**config.mk**
```make
export PLATFORM = sky130hd
export DESIGN_NAME = fixed_div_seq
export DESIGN_NICKNAME = d
export VERILOG_FILES = /design/src/rtl/fixed_div_seq_pkg.sv /design/src/rtl/fixed_div_step.sv /design/src/rtl/fixed_div_seq.sv
export SDC_FILE = /design/constraint.sdc
export NUM_CORES = 1
export LEC_CHECK = 0
export ABC_AREA = 1
export BUFFER_PORTS_ARGS = -buffer_cell sky130_fd_sc_hd__buf_2
export CAP_MARGIN = 0
export CORE_UTILIZATION = 58
export CTS_CLUSTER_DIAMETER = 120
export DETAILED_ROUTE_END_ITERATION = 8
export GPL_TIMING_DRIVEN = 0
export HOLD_SLACK_MARGIN = 0.02
export PLACE_DENSITY = 0.76
export SYNTH_ARGS = -nofsm -noshare
export SYNTH_HDL_FRONTEND = slang
export SYNTH_SLANG_ARGS = --single-unit
```
**constraint.sdc**
```tcl
create_clock -name clk -period 13 [get_ports clk]
set_clock_uncertainty 0.05 [all_clocks]
set_input_delay 0.65 -clock clk [delete_from_list [all_inputs] [get_ports clk]]
set_output_delay 0.65 -clock clk [all_outputs]
set_load 0.01 [all_outputs]
```
**src/rtl/fixed_div_seq_pkg.sv**
```systemverilog
// Shared Q16.16 widths, saturation constants and divider state type for fixed_div_seq.
package fixed_div_seq_pkg;

  localparam int unsigned TOTAL_WIDTH   = 32;
  localparam int unsigned DECIMAL_WIDTH = 16;
  localparam int unsigned DIV_NUM_WIDTH = TOTAL_WIDTH + DECIMAL_WIDTH;
  localparam int unsigned DIV_REM_WIDTH = TOTAL_WIDTH + 1;

  localparam logic [TOTAL_WIDTH-1:0] FIXED_MAX = 32'h7FFF_FFFF;
  localparam logic [TOTAL_WIDTH-1:0] FIXED_MIN = 32'h8000_0000;

  typedef enum logic [1:0] {DIV_IDLE, DIV_BUSY, DIV_DONE} div_state_t;

  // Unsigned magnitude; |-2^31| comes out as 2^31, which fits unsigned.
  function automatic logic [TOTAL_WIDTH-1:0] fixed_abs(input logic [TOTAL_WIDTH-1:0] v);
    return v[TOTAL_WIDTH-1] ? (~v + 32'd1) : v;
  endfunction

endpackage

```
**src/rtl/fixed_div_step.sv**
```systemverilog
// One combinational radix-2 restoring division step: shift in a numerator bit, subtract if able.
module fixed_div_step
  import fixed_div_seq_pkg::*;
(
  input  logic [DIV_REM_WIDTH-1:0] rem_i,
  input  logic                     bit_i,
  input  logic [TOTAL_WIDTH-1:0]   den_i,
  output logic [DIV_REM_WIDTH-1:0] rem_o,
  output logic                     q_o
);

  logic [DIV_REM_WIDTH:0] shifted;
  logic [DIV_REM_WIDTH:0] den_ext;

  always_comb begin
    shifted = {rem_i, bit_i};
    den_ext = {2'b00, den_i};
    q_o     = (shifted >= den_ext);
    rem_o   = q_o ? (shifted[DIV_REM_WIDTH-1:0] - den_ext[DIV_REM_WIDTH-1:0])
                  : shifted[DIV_REM_WIDTH-1:0];
  end

endmodule

```
**src/rtl/fixed_div_seq.sv**
```systemverilog
// Multi-cycle signed Q16.16 divider (restoring, magnitude based, valid/ready on both sides).
// Define FIXED_DIV_ROUND_EN to round half away from zero instead of truncating.
module fixed_div_seq
  import fixed_div_seq_pkg::*;
#(
  parameter int unsigned ITERS_PER_CYCLE = 1
) (
  input  logic                   clk,
  input  logic                   rst,
  input  logic                   in_valid,
  output logic                   in_ready,
  input  logic [TOTAL_WIDTH-1:0] in_lhs,
  input  logic [TOTAL_WIDTH-1:0] in_rhs,
  output logic                   out_valid,
  input  logic                   out_ready,
  output logic [TOTAL_WIDTH-1:0] out_quotient,
  output logic                   out_div_by_zero,
  output logic                   busy
);

  localparam int unsigned Steps = DIV_NUM_WIDTH / ITERS_PER_CYCLE;
  localparam int unsigned CntW  = 6;

  div_state_t                 state_q, state_d;
  logic [DIV_NUM_WIDTH-1:0]   num_q, num_d;
  logic [TOTAL_WIDTH-1:0]     den_q, den_d;
  logic                       neg_q, neg_d;
  logic [DIV_REM_WIDTH-1:0]   rem_q, rem_d;
  logic [DIV_NUM_WIDTH-1:0]   quo_q, quo_d;
  logic [CntW-1:0]            cnt_q, cnt_d;
  logic [TOTAL_WIDTH-1:0]     result_q, result_d;
  logic                       dbz_q, dbz_d;

  logic [DIV_REM_WIDTH-1:0]   rem_chain [ITERS_PER_CYCLE+1];
  logic [ITERS_PER_CYCLE-1:0] q_bits;
  logic [DIV_NUM_WIDTH-1:0]   quo_next;
  logic                       round_up;
  logic [TOTAL_WIDTH-1:0]     mag_lo;

  assign rem_chain[0] = rem_q;

  // Step i consumes numerator bit 47-i this cycle, so the chain resolves bits MSB first.
  for (genvar i = 0; i < ITERS_PER_CYCLE; i++) begin : g_step
    fixed_div_step u_step (
      .rem_i (rem_chain[i]),
      .bit_i (num_q[DIV_NUM_WIDTH-1-i]),
      .den_i (den_q),
      .rem_o (rem_chain[i+1]),
      .q_o   (q_bits[ITERS_PER_CYCLE-1-i])
    );
  end

  always_comb begin
    quo_next = {quo_q[DIV_NUM_WIDTH-ITERS_PER_CYCLE-1:0], q_bits};
`ifdef FIXED_DIV_ROUND_EN
    round_up = ({rem_chain[ITERS_PER_CYCLE], 1'b0} >= {2'b00, den_q});
`else
    round_up = 1'b0;
`endif
    // Only the low 32 bits survive, so increment and negate can work on them alone.
    mag_lo = quo_next[TOTAL_WIDTH-1:0] + {{(TOTAL_WIDTH-1){1'b0}}, round_up};
  end

  always_comb begin
    state_d  = state_q;
    num_d    = num_q;
    den_d    = den_q;
    neg_d    = neg_q;
    rem_d    = rem_q;
    quo_d    = quo_q;
    cnt_d    = cnt_q;
    result_d = result_q;
    dbz_d    = dbz_q;

    unique case (state_q)
      DIV_IDLE: begin
        if (in_valid) begin
          if (in_rhs == '0) begin
            result_d = in_lhs[TOTAL_WIDTH-1] ? FIXED_MIN : FIXED_MAX;
            dbz_d    = 1'b1;
            state_d  = DIV_DONE;
          end else begin
            num_d   = {fixed_abs(in_lhs), {DECIMAL_WIDTH{1'b0}}};
            den_d   = fixed_abs(in_rhs);
            neg_d   = in_lhs[TOTAL_WIDTH-1] ^ in_rhs[TOTAL_WIDTH-1];
            rem_d   = '0;
            quo_d   = '0;
            cnt_d   = CntW'(Steps);
            state_d = DIV_BUSY;
          end
        end
      end
      DIV_BUSY: begin
        num_d = num_q << ITERS_PER_CYCLE;
        rem_d = rem_chain[ITERS_PER_CYCLE];
        quo_d = quo_next;
        cnt_d = cnt_q - 1'b1;
        if (cnt_q == CntW'(1)) begin
          result_d = neg_q ? (~mag_lo + 32'd1) : mag_lo;
          dbz_d    = 1'b0;
          state_d  = DIV_DONE;
        end
      end
      DIV_DONE: begin
        if (out_ready) begin
          state_d = DIV_IDLE;
        end
      end
      default: state_d = DIV_IDLE;
    endcase
  end

  always_ff @(posedge clk or posedge rst) begin
    if (rst) begin
      state_q  <= DIV_IDLE;
      num_q    <= '0;
      den_q    <= '0;
      neg_q    <= 1'b0;
      rem_q    <= '0;
      quo_q    <= '0;
      cnt_q    <= '0;
      result_q <= '0;
      dbz_q    <= 1'b0;
    end else begin
      state_q  <= state_d;
      num_q    <= num_d;
      den_q    <= den_d;
      neg_q    <= neg_d;
      rem_q    <= rem_d;
      quo_q    <= quo_d;
      cnt_q    <= cnt_d;
      result_q <= result_d;
      dbz_q    <= dbz_d;
    end
  end

  assign in_ready        = (state_q == DIV_IDLE);
  assign busy            = (state_q == DIV_BUSY);
  assign out_valid       = (state_q == DIV_DONE);
  assign out_quotient    = result_q;
  assign out_div_by_zero = dbz_q;

endmodule
```
Word level (Yosys, flattened, before mapping)
Index checks and enable logic that the tools add are counted.
{ "op_classes": {"add_sub_neg": 5, "n_eq_ne": 8, "order_cmp": 1, "muxes": 30, "bitwise_logic": 5, "reduce_logical": 7} }
{ "ops": {"columns": ["cell", "n"], "rows": [
  ["$mux W32", 7],
  ["$mux W33", 3],
  ["$add A32 B1 Y32 const B", 3],
  ["$mux W48", 2],
  ["$not A32 Y32", 3],
  ["$pmux W48 S2", 1],
  ["$pmux W33 S2", 1],
  ["$pmux W32 S2", 1],
  ["$mux W31", 2],
  ["$pmux W31 S2", 1],
  ["$ge A34 B32 Y1", 1],
  ["$sub A33 B32 Y33", 1],
  ["$logic_not A32 Y1", 1],
  ["$mux W6", 2],
  ["$pmux W6 S2", 1],
  ["$reduce_and A3 Y1", 3],
  ["$mux W2", 4],
  ["$eq A6 B1 Y1 const B", 1],
  ["$ne A2 B1 Y1 const B", 3],
  ["$pmux W2 S3", 1],
  ["$sub A6 B1 Y6 const B", 1],
  ["$ne A2 B2 Y1 const B", 2],
  ["$reduce_and A4 Y1", 1],
  ["$mux W1", 3],
  ["7 further kinds", 7]
]} }
{ "word_totals": {"output_inout_bits": 36, "elab_cells": 65, "reg_bits": 186, "input_bits": 68} }

Depth between registers and ports, before layout
{ "logic_depth": {"word_depth": 6, "ltp_mapped": 26, "depth_no_buf": 26} }

By module
Synthesis repeated with hierarchy kept, for this count alone.
{ "unflattened": {"hier_cells": 2131, "area_unflattened_um2": 13285.2} }
{ "by_module_without_submodules": {"columns": ["mod", "area_each_um2", "seq_area_each_um2", "n_inst", "cells_per_inst"], "rows": [
  ["fixed_div_seq", 10007.1, 4254.1, 1, 1434],
  ["fixed_div_step", 3278.1, 0.0, 1, 697]
]} }

Least setup slack after synthesis
Ideal clock, no wire load.
{ "synth_timing": {"path_kind": "register to register", "from": "register rem_q[8]", "to": "register result_q[16], in the netlist out_quotient[16]", "synth_period_minus_slack_ns": 3.053, "t_arrival_ns": 2.930, "setup_ns": 0.073, "path_stages_with_launch": 21, "required_time_ns": 12.877, "path_slack_ns": 9.947, "path_buffers": 0, "cell_sequence": "dfrtp_1 ha_1 nand2_1 inv_1 a21oi_1 nand3_1 nand2_1 nand2_1 nand2_2 nand2_4 inv_2 ha_1 inv_1 nor3_2 nand2_1 nor3_4 nand4_1 o21ai_0 xor2_1 nand2_1 a21oi_2"} }
{ "synth_between": {"elab_chain_cells": 6} }
{ "synth_lines": {"columns": ["item", "line", "source"], "rows": [
  ["from (decl)", "fixed_div_seq.sv:28", "logic [DIV_REM_WIDTH-1:0] rem_q, rem_d;"],
  ["from (signal assigned)", "fixed_div_seq.sv:129", "rem_q <= rem_d;"],
  ["$ge A34 B32 Y1", "fixed_div_step.sv:18", "q_o = (shifted >= den_ext);"],
  ["$not A32 Y32", "fixed_div_seq.sv:99", "result_d = neg_q ? (~mag_lo + 32'd1) : mag_lo;"],
  ["$add A32 B1 Y32", "fixed_div_seq.sv:99", null],
  ["$mux W32", "fixed_div_seq.sv:99", null],
  ["$mux W32", "fixed_div_seq.sv:98", "if (cnt_q == CntW'(1)) begin"],
  ["$pmux W32 S2", "fixed_div_seq.sv:75", "unique case (state_q)"],
  ["to (signal assigned)", "fixed_div_seq.sv:132", "result_q <= result_d;"],
  ["to (decl)", "fixed_div_seq.sv:31", "logic [TOTAL_WIDTH-1:0] result_q, result_d;"]
]} }
Every way passes these cells. The select of a mux whose other input is x is not followed.
A chain may end at the register's enable or synchronous reset.

Worst setup path in the final report
{ "layout_timing": {"from": "register den_q[5]", "to": "register result_q[16], in the netlist out_quotient[16]"} }
{ "layout_between": {"elab_chain_cells": 6} }
{ "layout_lines": {"columns": ["item", "line", "source"], "rows": [
  ["from (decl)", "fixed_div_seq.sv:26", "logic [TOTAL_WIDTH-1:0] den_q, den_d;"],
  ["from (signal assigned)", "fixed_div_seq.sv:127", "den_q <= den_d;"],
  ["$ge A34 B32 Y1", "fixed_div_step.sv:18", null],
  ["$not A32 Y32", "fixed_div_seq.sv:99", null],
  ["$add A32 B1 Y32", "fixed_div_seq.sv:99", null],
  ["$mux W32", "fixed_div_seq.sv:99", null],
  ["$mux W32", "fixed_div_seq.sv:98", null],
  ["$pmux W32 S2", "fixed_div_seq.sv:75", null]
]} }
Every way passes these cells. The select of a mux whose other input is x is not followed.

==> run metrics <==
r2r worst-path depth 23; Synth Instances 1,716; root buf cell clkbuf_16; Die Y 145.0 µm; Comb pwr share 62.8%; status finished, final reports clean; Worst Max-Slew Pin Slew between 0.9 and 1 ns; register clock-pin slew on the reported worst setup and hold paths 0.07 ns; max-slew violation count 0; reg2reg setup slack 8.80 ns; total CTS buffers 17; Synth async-reset ratio 100.0%; # resized after CTS 0; adder-cell share of the synthesized area 4.070%; vias in the first global route between 10,000 and 15,000; Worst path most repeated cell nand2_1; GRT Overall Usage between 30% and 40%; Post-Syn Area per Cell about 6.9 µm²; Die Wd around 150 µm; CP max stage delay 0.37 ns; unrepaired setup endpoints after global routing no; post-CTS setup repair buffer count 0; Worst R2R End out_quotient[16]$_DFFE_PP0P_; largest family of logic cells by synthesized area simple AND/OR/NAND/NOR gates; DR WL/cell about 17 µm; critical path's top delay family simple AND/OR/NAND/NOR gates; global-route wire length before repair roughly 59,000 µm; drt pass-1 iters 6; compound-cell area share of the yosys netlist a little under a fifth; global route overflow 0; Tightest Hold Check Type input pin to asynchronous set/reset pin; Peak VDD IR approximately 0.13 mV; H-tree levels 4; crit-path max FO 8; Net Sw Power 1961 µW; PortBufs about 100; Slew headroom 34.12%; top_reg_cell synth dfrtp_1; CTS sink count 170; mux contribution to synthesized area 0%; syn nets around 1,800; Seq/Total Area, Yosys 35.85%; Max-Cap Viols 0; #FFs+latches synth 170; count of final hold-check violations 0; Vias 12,190; Post-synth EDFFs 0; Clock Latency Late Sink 0.44 ns; Stages on worst setup path 23; initial antenna violation count 0; num ports ~100; clock power share 13.5%; DRC errors left 0; total wire length 36,740 µm; Inserted Diodes 0; Worst Setup SP den_q[5]$_DFFE_PP0P_; area grow syn2layout 12.26%; Initial Utilization about three fifths; Synth cell types 51; Worst Path Buf+Inv 4; Setup TNS 0 ns; DP HPWL approximately 28,000 µm; Iter 0 DRT Violations 1,190; Leak 0.006619 µW; CP endpoint out_quotient[16]$_DFFE_PP0P_; post-synthesis xor/xnor area fraction under 10%; CTS Hold Bufs 0; period utilization 32.28%; Arrival @ worst endpoint 4.52 ns; crit start category flip-flop; Crit Path Class flip-flop to flip-flop; PwrDens 281.5 nW/µm²; largest net degree at the start of global routing between 100 and 150; Via-to-Cell Ratio 5.757; final net count 1,945; Final ANT Viol Nets 0; gpl congestion about 0.97; CP Cell Sequence inv_1 > ha_1 > nand2_1 > inv_1 > nand2_1 > nand2_1 > nand2_1 > nand3_1 > nand2_1 > nand2_1 > nand2_2 > nand2_4 > inv_2 > ha_1 > inv_1 > nor3_2 > nand2_1 > nor3_4 > nand4_1 > o21ai_0 > xor2_1 > nand2_1 > a21oi_2; post-synthesis simple-gate area fraction 27.69%; total power about 3800 µW; Setup-failing EPs final 0; Fillers about 1,800; Sequential Power Share a little under a quarter; Worst Path Required 13.32 ns; worst r2r src den_q[5]$_DFFE_PP0P_; Int Power 1789 µW; Die ar. 21,040 µm²; crit end category flip-flop; synthesized cell area 11,870 µm²; clock buffer depth 2; Sw Share 52.29%; Synth warnings 0; Row Count 51; Core ar. 19,780 µm²; FMAX 238.3 MHz; CTS tree yes; layout cells sized above 1 between 10% and 20%; Critical Path Slowest Stage Cell dfrtp_1; Final min period 4.196 ns
==> per-layer routing <==
metal,track usage (%),part of all wire (%),wire (µm)
met3,8.962,10,3710
met4,11.91,2.5,905
met1,51.96,45,16610
met5,0,0,0
met2,51.71,42,15510
==> worst min path at each step <==
stage,start,end,slack [ns],cells after the start
finish,rst,rem_q[29]$_DFFE_PP0P_,0.12,2
global route,rst,rem_q[29]$_DFFE_PP0P_,0.13,2
CTS,rst,rem_q[29]$_DFFE_PP0P_,0.13,2
detailed placement,num_q[39]$_DFFE_PP0P_,num_q[39]$_DFFE_PP0P_,0.41,2
global placement,num_q[39]$_DFFE_PP0P_,num_q[39]$_DFFE_PP0P_,0.41,2
floorplan,num_q[39]$_DFFE_PP0P_,num_q[39]$_DFFE_PP0P_,0.39,2
==> stage by stage <==
| stage | setup WS, ns | instance area (µm²) | hold WS [ns] | instances | utilization [%] |
|---|---|---|---|---|---|
| after floorplan | 7.697 | 11870 | 0.3937 | 1716 | - |
| after global placement | 5.753 | 12710 | 0.4107 | 2084 | 64.28 |
| after detailed placement | 8.897 | 12750 | 0.4111 | 2085 | 64.45 |
| after CTS | 8.867 | 13320 | 0.1329 | 2117 | 67.35 |
| after global routing | 8.502 | 13320 | 0.1316 | 2117 | 67.35 |
| final | 8.804 | 13320 | 0.1227 | 2117 | 67.35 |
==> registers in the layout, indices dropped and copies added (netlist names) <==
register	count
cnt_q	6
den_q	32
neg_q	1
num_q	32
out_div_by_zero	1
out_quotient	32
quo_q	31
rem_q	33
state_q	2
==> power by group through the flow <==
stage	registers, µW	logic, µW	clock network [µW]
3_5_place_dp	888	2290	0
4_1_cts	882	2300	509
3_3_place_gp	881	2250	0
2_1_floorplan	883	1610	0
6_report	886	2360	508
5_1_grt	909	2620	534
==> final cells by class <==
class	instances	area, µm²	area share (%)
Multi-Input combinational cell	1239	6394	47.99
Timing Repair Buffer	104	543.0	4.076
Clock inverter	14	133.9	1.005
Sequential cell	170	4254	31.93
Tap cell	265	331.6	2.489
Inverter	244	924.6	6.940
Clock buffer	18	439.2	3.296
Buffer	63	302.8	2.273
==> layout by cell type (no fill, tap or decap), types with 18 or more instances in the layout <==
master and n:
dfrtp_1 170, nand4_1 21, nand3_1 111, nand2_1 370, inv_1 235, a21oi_1 94
buf_2 118, o22ai_1 42, o21ai_0 180, o211ai_1 18, clkbuf_1 36, nor2_1 190
xor2_1 37, nor3_1 19, ha_1 37
==> worst register-to-register path, cell delays in order (launching register included) <==
cell and delay, ns:
dfrtp_1 0.37, inv_1 0.06, ha_1 0.37, nand2_1 0.15
inv_1 0.06, nand2_1 0.06, nand2_1 0.06, nand2_1 0.09
nand3_1 0.13, nand2_1 0.09, nand2_1 0.15, nand2_2 0.16
nand2_4 0.11, inv_2 0.22, ha_1 0.25, inv_1 0.08
nor3_2 0.30, nand2_1 0.21, nor3_4 0.26, nand4_1 0.22
o21ai_0 0.26, xor2_1 0.22, nand2_1 0.09, a21oi_2 0.13
==> cell families after synthesis <==
family	Yosys count
adder cells (fa/ha/maj)	38
XOR/XNOR	54
flip-flops	170
AO/OA/AOI/OAI	386
AND/OR/NAND/NOR	761
buffers and inverters	307
==> cells in the mapped netlist (5+ instances only) <==
library cell | instances | area share [%]
nand2_1 | 370 | 12
inv_1 | 236 | 7.5
nor2_1 | 190 | 6.0
o21ai_0 | 180 | 7.6
dfrtp_1 | 170 | 36
nand3_1 | 111 | 4.7
a21oi_1 | 94 | 4.0
o22ai_1 | 42 | 2.2
ha_1 | 37 | 3.9
xor2_1 | 37 | 2.7
clkbuf_1 | 36 | 1.1
nand4_1 | 21 | 1.1
nor3_1 | 19 | 0.80
o211ai_1 | 18 | 1.1
xnor2_1 | 17 | 1.3
buf_2 | 15 | 0.63
o21ai_1 | 12 | 0.51
a21oi_2 | 11 | 0.81
nor4_1 | 11 | 0.58
nand3b_1 | 8 | 0.51
nor3_2 | 7 | 0.59
o21bai_1 | 7 | 0.44
nor2_2 | 6 | 0.32
inv_2 | 5 | 0.16
nand3_2 | 5 | 0.42
(Power assumes the default switching activity.)
